==> src/rtl/spi_rx_defs.sv <==
// Shared definitions for the SPI block receiver: FSM states, start token and
// the CRC16-CCITT polynomial with its bit-serial step.
package spi_rx_defs;

  typedef enum logic [1:0] {
    ST_IDLE,
    ST_HUNT,
    ST_RECV,
    ST_CRC
  } rx_state_t;

  localparam logic [7:0]  SPI_START_TOKEN = 8'hFE;
  localparam logic [15:0] SPI_CRC16_POLY  = 16'h1021;

  function automatic logic [15:0] crc16_step(input logic [15:0] crc, input logic b);
    return {crc[14:0], 1'b0} ^ (((crc[15] ^ b) == 1'b1) ? SPI_CRC16_POLY : 16'h0000);
  endfunction

endpackage

==> src/rtl/spi_crc16.sv <==
// Bit-serial CRC16-CCITT (init 0x0000) over the received data bits.
module spi_crc16
  import spi_rx_defs::*;
(
  input  logic        clk,
  input  logic        reset,
  input  logic        clear,
  input  logic        bit_en,
  input  logic        bit_in,
  output logic [15:0] crc
);

  always_ff @(posedge clk) begin
    if (reset || clear) begin
      crc <= '0;
    end else if (bit_en) begin
      crc <= crc16_step(crc, bit_in);
    end
  end

endmodule

==> src/rtl/spi_block_receiver.sv <==
// SPI MISO multi-word receiver with first-low-bit or 0xFE-token start and hunt timeout.
// Define SPI_RX_CRC16_EN to check the trailing CRC16 in token mode.
module spi_block_receiver
  import spi_rx_defs::*;
#(
  parameter int unsigned DATA_BITS     = 8,
  parameter int unsigned MAX_WORDS     = 512,
  parameter int unsigned TIMEOUT_EDGES = 4096
) (
  input  logic                           clk,
  input  logic                           reset,
  input  logic                           sclk_posedge,
  input  logic                           in,
  input  logic                           start,
  input  logic                           mode,
  input  logic [$clog2(MAX_WORDS+1)-1:0] num_words,
  output logic [DATA_BITS-1:0]           out_data,
  output logic                           out_valid,
  output logic                           busy,
  output logic                           done,
  output logic                           timeout,
  output logic                           crc_err
);

  localparam int unsigned NW = $clog2(MAX_WORDS + 1);
  localparam int unsigned BW = $clog2(DATA_BITS);
  localparam int unsigned TW = $clog2(TIMEOUT_EDGES + 1);

  rx_state_t            state, state_next;
  logic                 mode_r;
  logic [NW-1:0]        words_r, word_cnt, words_clamped;
  logic [BW-1:0]        bit_cnt;
  logic [DATA_BITS-1:0] shift, shift_next;
  logic [7:0]           tok, tok_next;
  logic [TW-1:0]        edge_cnt;
  logic [3:0]           crc_cnt;
  logic                 accept, hunt_hit, hunt_expire, word_end, last_word, crc_end;

  always_comb begin
    state_next    = state;
    shift_next    = {shift[DATA_BITS-2:0], in};
    tok_next      = {tok[6:0], in};
    accept        = (state == ST_IDLE) && start && !done;
    hunt_hit      = mode_r ? (tok_next == SPI_START_TOKEN) : !in;
    hunt_expire   = (edge_cnt == TW'(TIMEOUT_EDGES - 1));
    word_end      = (bit_cnt == BW'(DATA_BITS - 1));
    last_word     = ((word_cnt + NW'(1)) == words_r);
    crc_end       = (crc_cnt == 4'd15);
    words_clamped = num_words;
    if (num_words == '0)
      words_clamped = NW'(1);
    else if (num_words > NW'(MAX_WORDS))
      words_clamped = NW'(MAX_WORDS);

    case (state)
      ST_IDLE: if (accept) state_next = ST_HUNT;
      ST_HUNT: begin
        // A start pattern on the final allowed edge wins over the timeout.
        if (sclk_posedge && hunt_hit)
          state_next = ST_RECV;
        else if (sclk_posedge && hunt_expire)
          state_next = ST_IDLE;
      end
      ST_RECV: if (sclk_posedge && word_end && last_word)
        state_next = mode_r ? ST_CRC : ST_IDLE;
      ST_CRC:  if (sclk_posedge && crc_end) state_next = ST_IDLE;
      default: state_next = ST_IDLE;
    endcase
  end

  always_ff @(posedge clk) begin
    if (reset) state <= ST_IDLE;
    else       state <= state_next;
  end

  assign busy = (state != ST_IDLE);

  always_ff @(posedge clk) begin
    if (reset) begin
      mode_r    <= 1'b0;
      words_r   <= '0;
      word_cnt  <= '0;
      bit_cnt   <= '0;
      shift     <= '0;
      tok       <= '0;
      edge_cnt  <= '0;
      crc_cnt   <= '0;
      out_data  <= '0;
      out_valid <= 1'b0;
      done      <= 1'b0;
      timeout   <= 1'b0;
    end else begin
      out_valid <= 1'b0;
      done      <= 1'b0;
      case (state)
        ST_IDLE: if (accept) begin
          mode_r   <= mode;
          words_r  <= words_clamped;
          word_cnt <= '0;
          bit_cnt  <= '0;
          tok      <= '0;
          edge_cnt <= '0;
          crc_cnt  <= '0;
          timeout  <= 1'b0;
        end
        ST_HUNT: if (sclk_posedge) begin
          edge_cnt <= edge_cnt + TW'(1);
          tok      <= tok_next;
          if (hunt_hit) begin
            if (!mode_r) begin
              shift   <= {{(DATA_BITS-1){1'b0}}, in};
              bit_cnt <= BW'(1);
            end else begin
              bit_cnt <= '0;
            end
          end else if (hunt_expire) begin
            timeout <= 1'b1;
            done    <= 1'b1;
          end
        end
        ST_RECV: if (sclk_posedge) begin
          shift <= shift_next;
          if (word_end) begin
            bit_cnt   <= '0;
            out_data  <= shift_next;
            out_valid <= 1'b1;
            word_cnt  <= word_cnt + NW'(1);
            if (last_word && !mode_r) done <= 1'b1;
          end else begin
            bit_cnt <= bit_cnt + BW'(1);
          end
        end
        ST_CRC: if (sclk_posedge) begin
          crc_cnt <= crc_cnt + 4'd1;
          if (crc_end) done <= 1'b1;
        end
        default: ;
      endcase
    end
  end

`ifdef SPI_RX_CRC16_EN
  logic [15:0] crc_calc, crc_rx;

  spi_crc16 u_crc (
    .clk    (clk),
    .reset  (reset),
    .clear  (accept),
    .bit_en (sclk_posedge && (state == ST_RECV) && mode_r),
    .bit_in (in),
    .crc    (crc_calc)
  );

  always_ff @(posedge clk) begin
    if (reset) begin
      crc_rx  <= '0;
      crc_err <= 1'b0;
    end else if (accept) begin
      crc_err <= 1'b0;
    end else if ((state == ST_CRC) && sclk_posedge) begin
      crc_rx <= {crc_rx[14:0], in};
      if (crc_end) crc_err <= ({crc_rx[14:0], in} != crc_calc);
    end
  end
`else
  assign crc_err = 1'b0;
`endif

endmodule

==> config.mk <==
export PLATFORM = sky130hd
export DESIGN_NAME = spi_block_receiver
export DESIGN_NICKNAME = d
export VERILOG_FILES = /design/src/rtl/spi_rx_defs.sv /design/src/rtl/spi_crc16.sv /design/src/rtl/spi_block_receiver.sv
export SDC_FILE = /design/constraint.sdc
export NUM_CORES = 1
export LEC_CHECK = 0
export BUFFER_PORTS_ARGS = -buffer_cell sky130_fd_sc_hd__buf_2
export CAP_MARGIN = 20
export CORE_MARGIN = 2
export CORE_UTILIZATION = 64
export DETAILED_ROUTE_END_ITERATION = 6
export GPL_ROUTABILITY_DRIVEN = 0
export PLACE_DENSITY_LB_ADDON = 0.12
export REMOVE_ABC_BUFFERS = 1
export SKIP_LAST_GASP = 1
export SYNTH_ARGS = -nofsm -noshare
export SYNTH_HDL_FRONTEND = slang
export SYNTH_SLANG_ARGS = --single-unit
==> constraint.sdc <==
create_clock -name clk -period 5.24 [get_ports clk]
set_input_delay 0.524 -clock clk [delete_from_list [all_inputs] [get_ports clk]]
set_output_delay 0.524 -clock clk [all_outputs]
set_load 0.01 [all_outputs]
; Word-level counts from Yosys, hierarchy flattened
; Index checks and enable logic that the tools add are counted.
[totals]
reg_bits = 68
output_inout_bits = 13
[op_classes]
n_addsub = 4
n_lt_le_gt_ge = 1
n_eq_ne = 20
mux = 50
bitwise_logic = 2
reduce_logical = 29
[op_table]
columns = op, count
row1 = 10-bit 2-to-1 mux, 5
row2 = 7-bit 2-to-1 mux, 6
row3 = 7-bit case mux with 2 select lines, 2
row4 = 13-bit 2-to-1 mux, 2
row5 = 13-bit case mux with 2 select lines, 1
row6 = "2-bit inequality test, second input constant", 11
row7 = 10-bit case mux with 2 select lines, 1
row8 = 1-bit 2-to-1 mux, 15
row9 = 3-bit 2-to-1 mux, 5
row10 = 5-bit AND reduction, 3
row11 = "13-bit by 1-bit adder with 13-bit output, second input constant", 1
row12 = "13-bit by 12-bit == test with 1-bit output, second input constant", 1
row13 = 2-bit 2-to-1 mux, 6
row14 = "10-bit by 1-bit adder with 10-bit output, second input constant", 1
row15 = 10-bit == test, 1
row16 = "10-bit > comparator, second input constant", 1
row17 = 10-bit zero test, 1
row18 = 2-bit nonzero test, 5
row19 = 3-bit case mux with 3 select lines, 1
row20 = 3-bit AND reduction, 3
row21 = "8-bit == test, second input constant", 1
row22 = 1-bit logical AND, 8
row23 = 4-bit 2-to-1 mux, 2
row24 = 2-bit case mux with 4 select lines, 1
row25 = other kinds (17), 22

; Logic depth before layout (Yosys ltp)
; Gate-level depths: netlist of the first run.
[depth]
depth_word = 7
depth_mapped = 10

; Least setup slack after synthesis of the first run
; No wires, ideal clock.
[synth_timing]
kind = register to register
start = register word_cnt[1]
end = register state[0]
setup_time_ps = 121
arrival_ps = 1932
setup_slack_ps = 3187
path_stages_with_launch = 9
n_path_buf = 1
path_cell_list = dfxtp_1 > ha_1 > buf_4 > nor3b_1 > o21a_1 > o31ai_2 > nor4_4 > a31oi_2 > mux2_4
[synth_between]
elab_chain_len = 5
[synth_rtl]
columns = element, line_no
row1 = "start, declared", spi_block_receiver.sv:31  ; logic [NW-1:0] words_r, word_cnt, words_clamped;
row2 = "start signal, assigned", spi_block_receiver.sv:127  ; word_cnt <= word_cnt + NW'(1);
row3 = 10-bit by 1-bit adder with 10-bit output, spi_block_receiver.sv:47  ; last_word = ((word_cnt + NW'(1)) == words_r);
row4 = 10-bit == test, spi_block_receiver.sv:47
row5 = 1-bit logical AND, spi_block_receiver.sv:64  ; ST_RECV: if (sclk_posedge && word_end && last_word)
row6 = 2-bit inequality test (no line), --
row7 = 4-bit AND reduction (no line), --
row8 = "end signal, assigned", spi_block_receiver.sv:73  ; else state <= state_next;
row9 = "end, declared", spi_block_receiver.sv:29  ; rx_state_t state, state_next;
; No other way between the ends.
; A chain may end at the register's enable or synchronous reset.

; Worst setup path after layout of the first run
[layout_timing]
start = register state[0]
end = register edge_cnt[7]
[layout_between]
elab_chain_len = 5
[layout_rtl]
columns = element, line_no
row1 = 2-bit zero test, "spi_block_receiver.sv:43, spi_block_receiver.sv:95"
row2 = 1-bit logical AND (2 in a row), spi_block_receiver.sv:43  ; accept = (state == ST_IDLE) && start && !done;
row3 = 2-bit inequality test (no line), --
row4 = 3-bit AND reduction (no line), --
row5 = "end signal, assigned", spi_block_receiver.sv:107  ; edge_cnt <= edge_cnt + TW'(1);
row6 = "end, declared", spi_block_receiver.sv:35  ; logic [TW-1:0] edge_cnt;
; Parallel ways exist; a longest one is shown, timed or not.

==> impl_metrics.ini, run 1 <==
[run_status]
outcome = complete, no violations

[clock_tree]
cts_buffers = 9
cts_resized = 0
htree_levels = 3
hold_buffers = 0
tritoncts = yes
post_cts.repair.setup_buffers = 0
cts_num_sinks = 68
clk_latency_ps = 350
clk_pin_slew_ps = 70
clk_path_buf_depth = 2
root_buffer = clkbuf_8

[synthesis]
ys_seq_area_share_pct = 40.1
async_flop_share_pct = 0
synth_top_family_by_area = simple AND/OR/NAND/NOR gates
synthMuxAreaShare_pct = 4.35
synth_simple_gate_area_share_pct = 25.8
yosys.area_share.adder_pct = 3.61
synth-compound-area-share_pct = 15.5
syn_inst = 407
synth_edf_count = 0
ys_seq_elements = 68
ys_types = 59
synth_xor_area_share_pct = 6.46
synth_area_per_cell_sq_um = 8.33
ys.flop_type = dfxtp_1
syn_area_sq_mm = 0.00339
yosysWarnings = 0

[global_route]
grt_usage_pct = 26.1
grt_max_degree = 46
grt_pass1_vias = 2731
overflow = 0
antenna_found_initial = 0
grt_pass1_wl_mm = 12.4

[timing]
rsz0062_at_grt = no
setup_viol = 0
worst_pin_slew_ps = 855
skew_ps = 5.08
relSlewSlack_pct = 43.0
finalWorstSetupSlack_ps = 2080
post-route-period-util_pct = 60.3
drv_slew = 0
fin_crit_ps = 3160
hold_violations = 0
max_freq_mhz = 316
fin_setup_tns_ps = 0

[cells_and_area]
final_cell_mix = 68 x dfxtp_1, 55 x nand2_1, 49 x nor2_1, 39 x a21oi_1, 27 x buf_2
final_cells = 499
drive_gt1_share_pct = 14.0
n_antenna_cell = 0
fin_nets = 450
nFillCells = 407
regArea_sq_mm = 0.00136
area_growth_pct = 9.00
multi_input_area_sq_mm = 0.00190
layout_commonest_cell = dfxtp_1
finish.utilization_pct = 72.4

[placement]
dp.cells = 484
portBuffers = 27
dp_slack_ps = 2150
hpwl_mm = 5.00

[floorplanning]
ioPinCount = 29
coreArea_sq_mm = 0.00511
chipWidth_um = 76.8
core.rowCount = 26
die_area_sq_mm = 0.00590
start_util_pct = 66.4
die_h_um = 76.8

[critical_path]
worstSetupStartpointType = register
worstPathRequired_ps = 5480
critical_path.max_fanout = 16
crit_arrival_ps = 3400
path_class = reg -> reg
crit_path_end_kind = register

[drt]
drt-initial-drc-count = 143
vias = 2900
viasPerCell = 5.81
first_pass_iters = 6
ant_nets = 0
drt_wl_total_mm = 7.18
wl_per_cell_um = 14.4
drc_errors = 0

[pwr]
p_leak_uw = 0.00136
power_density_mw_per_mm2 = 332
total_power_uw = 1230
ir_drop_v = 0.000281

[min_path]
hp-class = in -> reg

[flow_run]
max_cap_viol_count = 0
[cell families after synthesis]
group | Yosys count
fa+ha+maj | 10
buf+inv | 32
other cells | 1
simple gates | 175
compound gates | 82
flops | 68
xor+xnor | 25
mux | 14
[area by class of cell]
class,instances,area share (%)
multi-input combinational,307,51.4
sequential,68,36.8
timing repair buffer,28,3.86
clock buffer,9,3.35
tap,70,2.37
clock inverter,6,1.12
inverter,11,1.12
[path summary, 6_finish.rpt]
check	depth (start not counted)	end	start	slack, ps
max	8	edge_cnt[7]	state[0]	2080
min	3	mode_r	mode	430
max reg2reg	8	edge_cnt[7]	state[0]	2080
min reg2reg	2	out_data[7]	shift[6]	450
[synthesized netlist by cell type, drive strengths merged (5+ instances only)]
cell    instances  share of area [%]
buf             9                1.5
mux2i          11                3.2
nand2b          5               0.92
ha              9                3.3
o31ai           6                1.5
dfxtp          68                 40
xnor2          11                2.8
nand3b          5                1.1
a21oi          40                6.0
nor4            6                1.5
clkbuf         12                1.3
nand2          55                6.1
nor2           50                5.6
nor3            7                1.2
nand4          10                2.0
a22oi           6                1.3
nand3          17                2.8
inv            11                1.2
o21ai          12                1.8
xor2           14                3.6
[layer usage]
metal	track usage, %	wire length [um]	vias to the layer above	part of all wire (%)
li1	-	-	1446	-
met1	34.8	3400	1352	47
met2	40.1	3240	86	45
met3	7.41	399	16	5.6
met4	9.82	134	0	1.9
met5	0	0	-	0
[state kept, by name, summed over array words and instances (netlist names)]
signal     count
bit_cnt        3
crc_cnt        4
done           1
edge_cnt      13
mode_r         1
out_data       8
out_valid      1
shift          7
state          2
timeout        1
tok            7
word_cnt      10
words_r       10
[worst max-delay path, cell delays in order (launching register included)]
cell      delay (ps)
dfxtp_1          330
inv_1            100
ha_1             390
nand3b_1         530
a21oi_2          850
and3_1           290
or3b_1           370
xor2_1           140
nor2_1            50
[power breakdown]
| group | leakage [uW] | switching [uW] | internal (uW) |
|---|---|---|---|
| logic | 0.000733 | 180 | 113 |
| clock network | 0.0000775 | 203 | 168 |
| registers | 0.000549 | 22.1 | 539 |
[through the flow]
step	area, sq um	hold WS (ps)
after floorplan	3300	426
after global placement	3530	441
after detailed placement	3530	445
after CTS	3700	419
after global routing	3700	441
final	3700	429
Note: power is estimated with default switching activity, not from simulation.
==> run 2: changes to the inputs <==
--- a/config.mk
+++ b/config.mk
@@ -8,7 +8,7 @@
 export BUFFER_PORTS_ARGS = -buffer_cell sky130_fd_sc_hd__buf_2
 export CAP_MARGIN = 20
 export CORE_MARGIN = 2
-export CORE_UTILIZATION = 64
+export CORE_UTILIZATION = 59
 export DETAILED_ROUTE_END_ITERATION = 6
 export GPL_ROUTABILITY_DRIVEN = 0
 export PLACE_DENSITY_LB_ADDON = 0.12
==> constraint.sdc (replaced) <==
create_clock -name clk -period 3.15 [get_ports clk]
set_input_delay 0.315 -clock clk [delete_from_list [all_inputs] [get_ports clk]]
set_output_delay 0.315 -clock clk [all_outputs]
set_load 0.01 [all_outputs]
==> run 2 against run 1 <==
Sequential power is 66% higher. Global-route usage down 1.0 points. Combinational power up 75%. Count of clock-buffer cells in the layout increased by 1. Cell count rose by 1.6%. Clock skew rose by 3.9 ps. Sequential share of layout area shrank 1.2 points. Fmax rose by 30%. Core utilization decreased by 3.4 points. Critical path depth is 1 lower. Hold slack worse by 200 ps.
==> impl_metrics.ini, run 2 (synthesis gave the netlist of run 1 again) <==
[min_path]
hp-class = in -> reg
min_from = num_words[4]

[drt]
wl_met3_um = 407
vias = 2937
first_pass_iters = 4
viasPerCell = 5.79
drt-initial-drc-count = 235
ant_nets = 0
wl_per_cell_um = 14.7
wl_met2_mm = 3.30
topRoutingLayerUsed = met4
drc_errors = 0
drt_wl_total_mm = 7.43
wl_met1_mm = 3.60

[clock_tree]
cts_buffers = 9
clk_path_buf_depth = 2
htree_levels = 3
cts_num_sinks = 68
tritoncts = yes
cts_resized = 0
post_cts.repair.setup_buffers = 0
clk_pin_slew_ps = 70
root_buffer = clkbuf_8
clk_latency_ps = 350
hold_buffers = 0

[floorplanning]
chipWidth_um = 79.8
core.rowCount = 27
die_h_um = 79.8
ioPinCount = 29
coreArea_sq_mm = 0.00554
die_area_sq_mm = 0.00637
start_util_pct = 61.2

[placement]
hpwl_mm = 5.23
postPlaceCellArea_sq_mm = 0.00357
dp.cells = 491
portBuffers = 27

[critical_path]
cp_cell_sequence = ha_1 -> nand3_2 -> o21ai_0 -> o31ai_2 -> nor4_4 -> a31oi_2 -> mux2_4
crit_arrival_ps = 2660
worstPathRequired_ps = 3390
critical_path.max_fanout = 11
rr_startpoint = word_cnt[0]
worstSetupStartpointType = register
path_class = reg -> reg
crit_path_end_kind = register
r2r_slack_ps = 730
crit_path_max_incr_delay_ps = 480
critical_path.slowest_cell = dfxtp_1
path_buf_inv = 0
cp-startpoint = word_cnt[0]
crit_family = compound AO/OA/AOI/OAI gates

[pwr]
ir_drop_v = 0.000372
power_density_mw_per_mm2 = 611
p_leak_uw = 0.00143

[global_route]
grt_max_degree = 25
grt_usage_pct = 25.0
overflow = 0
antenna_found_initial = 0
grt_pass1_vias = 2627
grt_pass1_wl_mm = 12.3

[timing]
skew_ps = 9.03
fin_setup_tns_ps = 0
setup_viol = 0
fin_crit_ps = 2420
max_freq_mhz = 412
drv_slew = 0
rsz0062_at_grt = no
post-route-period-util_pct = 77.0
hold_violations = 0

[cells_and_area]
top_register = edge_cnt
nFillCells = 452
area_growth_pct = 12.7
multi_input_area_sq_mm = 0.00190
regArea_sq_mm = 0.00136
final_area_sq_mm = 0.00382
drive_gt1_share_pct = 15.2
n_antenna_cell = 0
largest_reg_flops = 13
fin_nets = 455
final_cell_mix = 68 x dfxtp_1, 55 x nand2_1, 49 x nor2_1, 39 x a21oi_1, 27 x buf_2
final_cells = 507
layout_commonest_cell = dfxtp_1
top_regs = edge_cnt (13), word_cnt (10), words_r (10)

[run_status]
outcome = complete, no violations

[flow_run]
max_cap_viol_count = 0
## run 2: cell count changes in the layout (fill, tap and decap cells not counted)
cell        delta
bufinv_16      +3
clkinvlp_4     -2
clkinv_4       +1
buf_4          +5
clkbuf_8       +1
clkinv_2       -1
inv_6          -1
## run 2: through the flow
stage / setup WS (ps) / hold slack (ps) / utilization [%] / power, uW
4_1_cts: 761 / 214 / 69.0 / 2340
3_3_place_gp: 820 / 441 / 64.5 / 1440
3_5_place_dp: 766 / 446 / 64.5 / 1450
5_1_grt: 579 / 230 / 69.0 / 2430
6_report: 726 / 228 / 69.0 / 2340
2_1_floorplan: 455 / 384 / - / 1310
## run 2: worst register-to-register path, delay by kind of cell (launching register included)
family	cells	cell delay [ps]
multiplexers	1	330
adder cells (fa/ha/maj)	1	460
flip-flops	1	480
AO/OA/AOI/OAI	3	540
AND/OR/NAND/NOR	2	520
## run 2: cell type report
class / count / area share, %
inverters: 11 / 1.08
multi-input cells: 307 / 49.7
well taps: 72 / 2.36
clock buffers: 10 / 3.60
flip-flops and latches: 68 / 35.6
repair buffers: 33 / 4.72
clock inverters: 6 / 2.91
## run 2: metal layers
layer	track usage, %	up-vias
li1	-	1466
met1	34.6	1374
met2	37.1	85
met3	7.01	12
met4	9.15	0
met5	0	-
## run 2: report_power, final
| part | switching, uW | leakage, uW | total [uW] | internal, uW |
|---|---|---|---|---|
| sequential | 35.3 | 0.000549 | 931 | 896 |
| combinational | 315 | 0.000757 | 515 | 200 |
| clock | 342 | 0.000122 | 889 | 547 |
## run 2: path summary, 6_finish.rpt
path / endpoint / cells after the start
worst max register to register: state[0] / 7
worst min-delay path: words_r[4] / 3
worst min register to register: shift[6] / 2
worst max-delay path: state[0] / 7
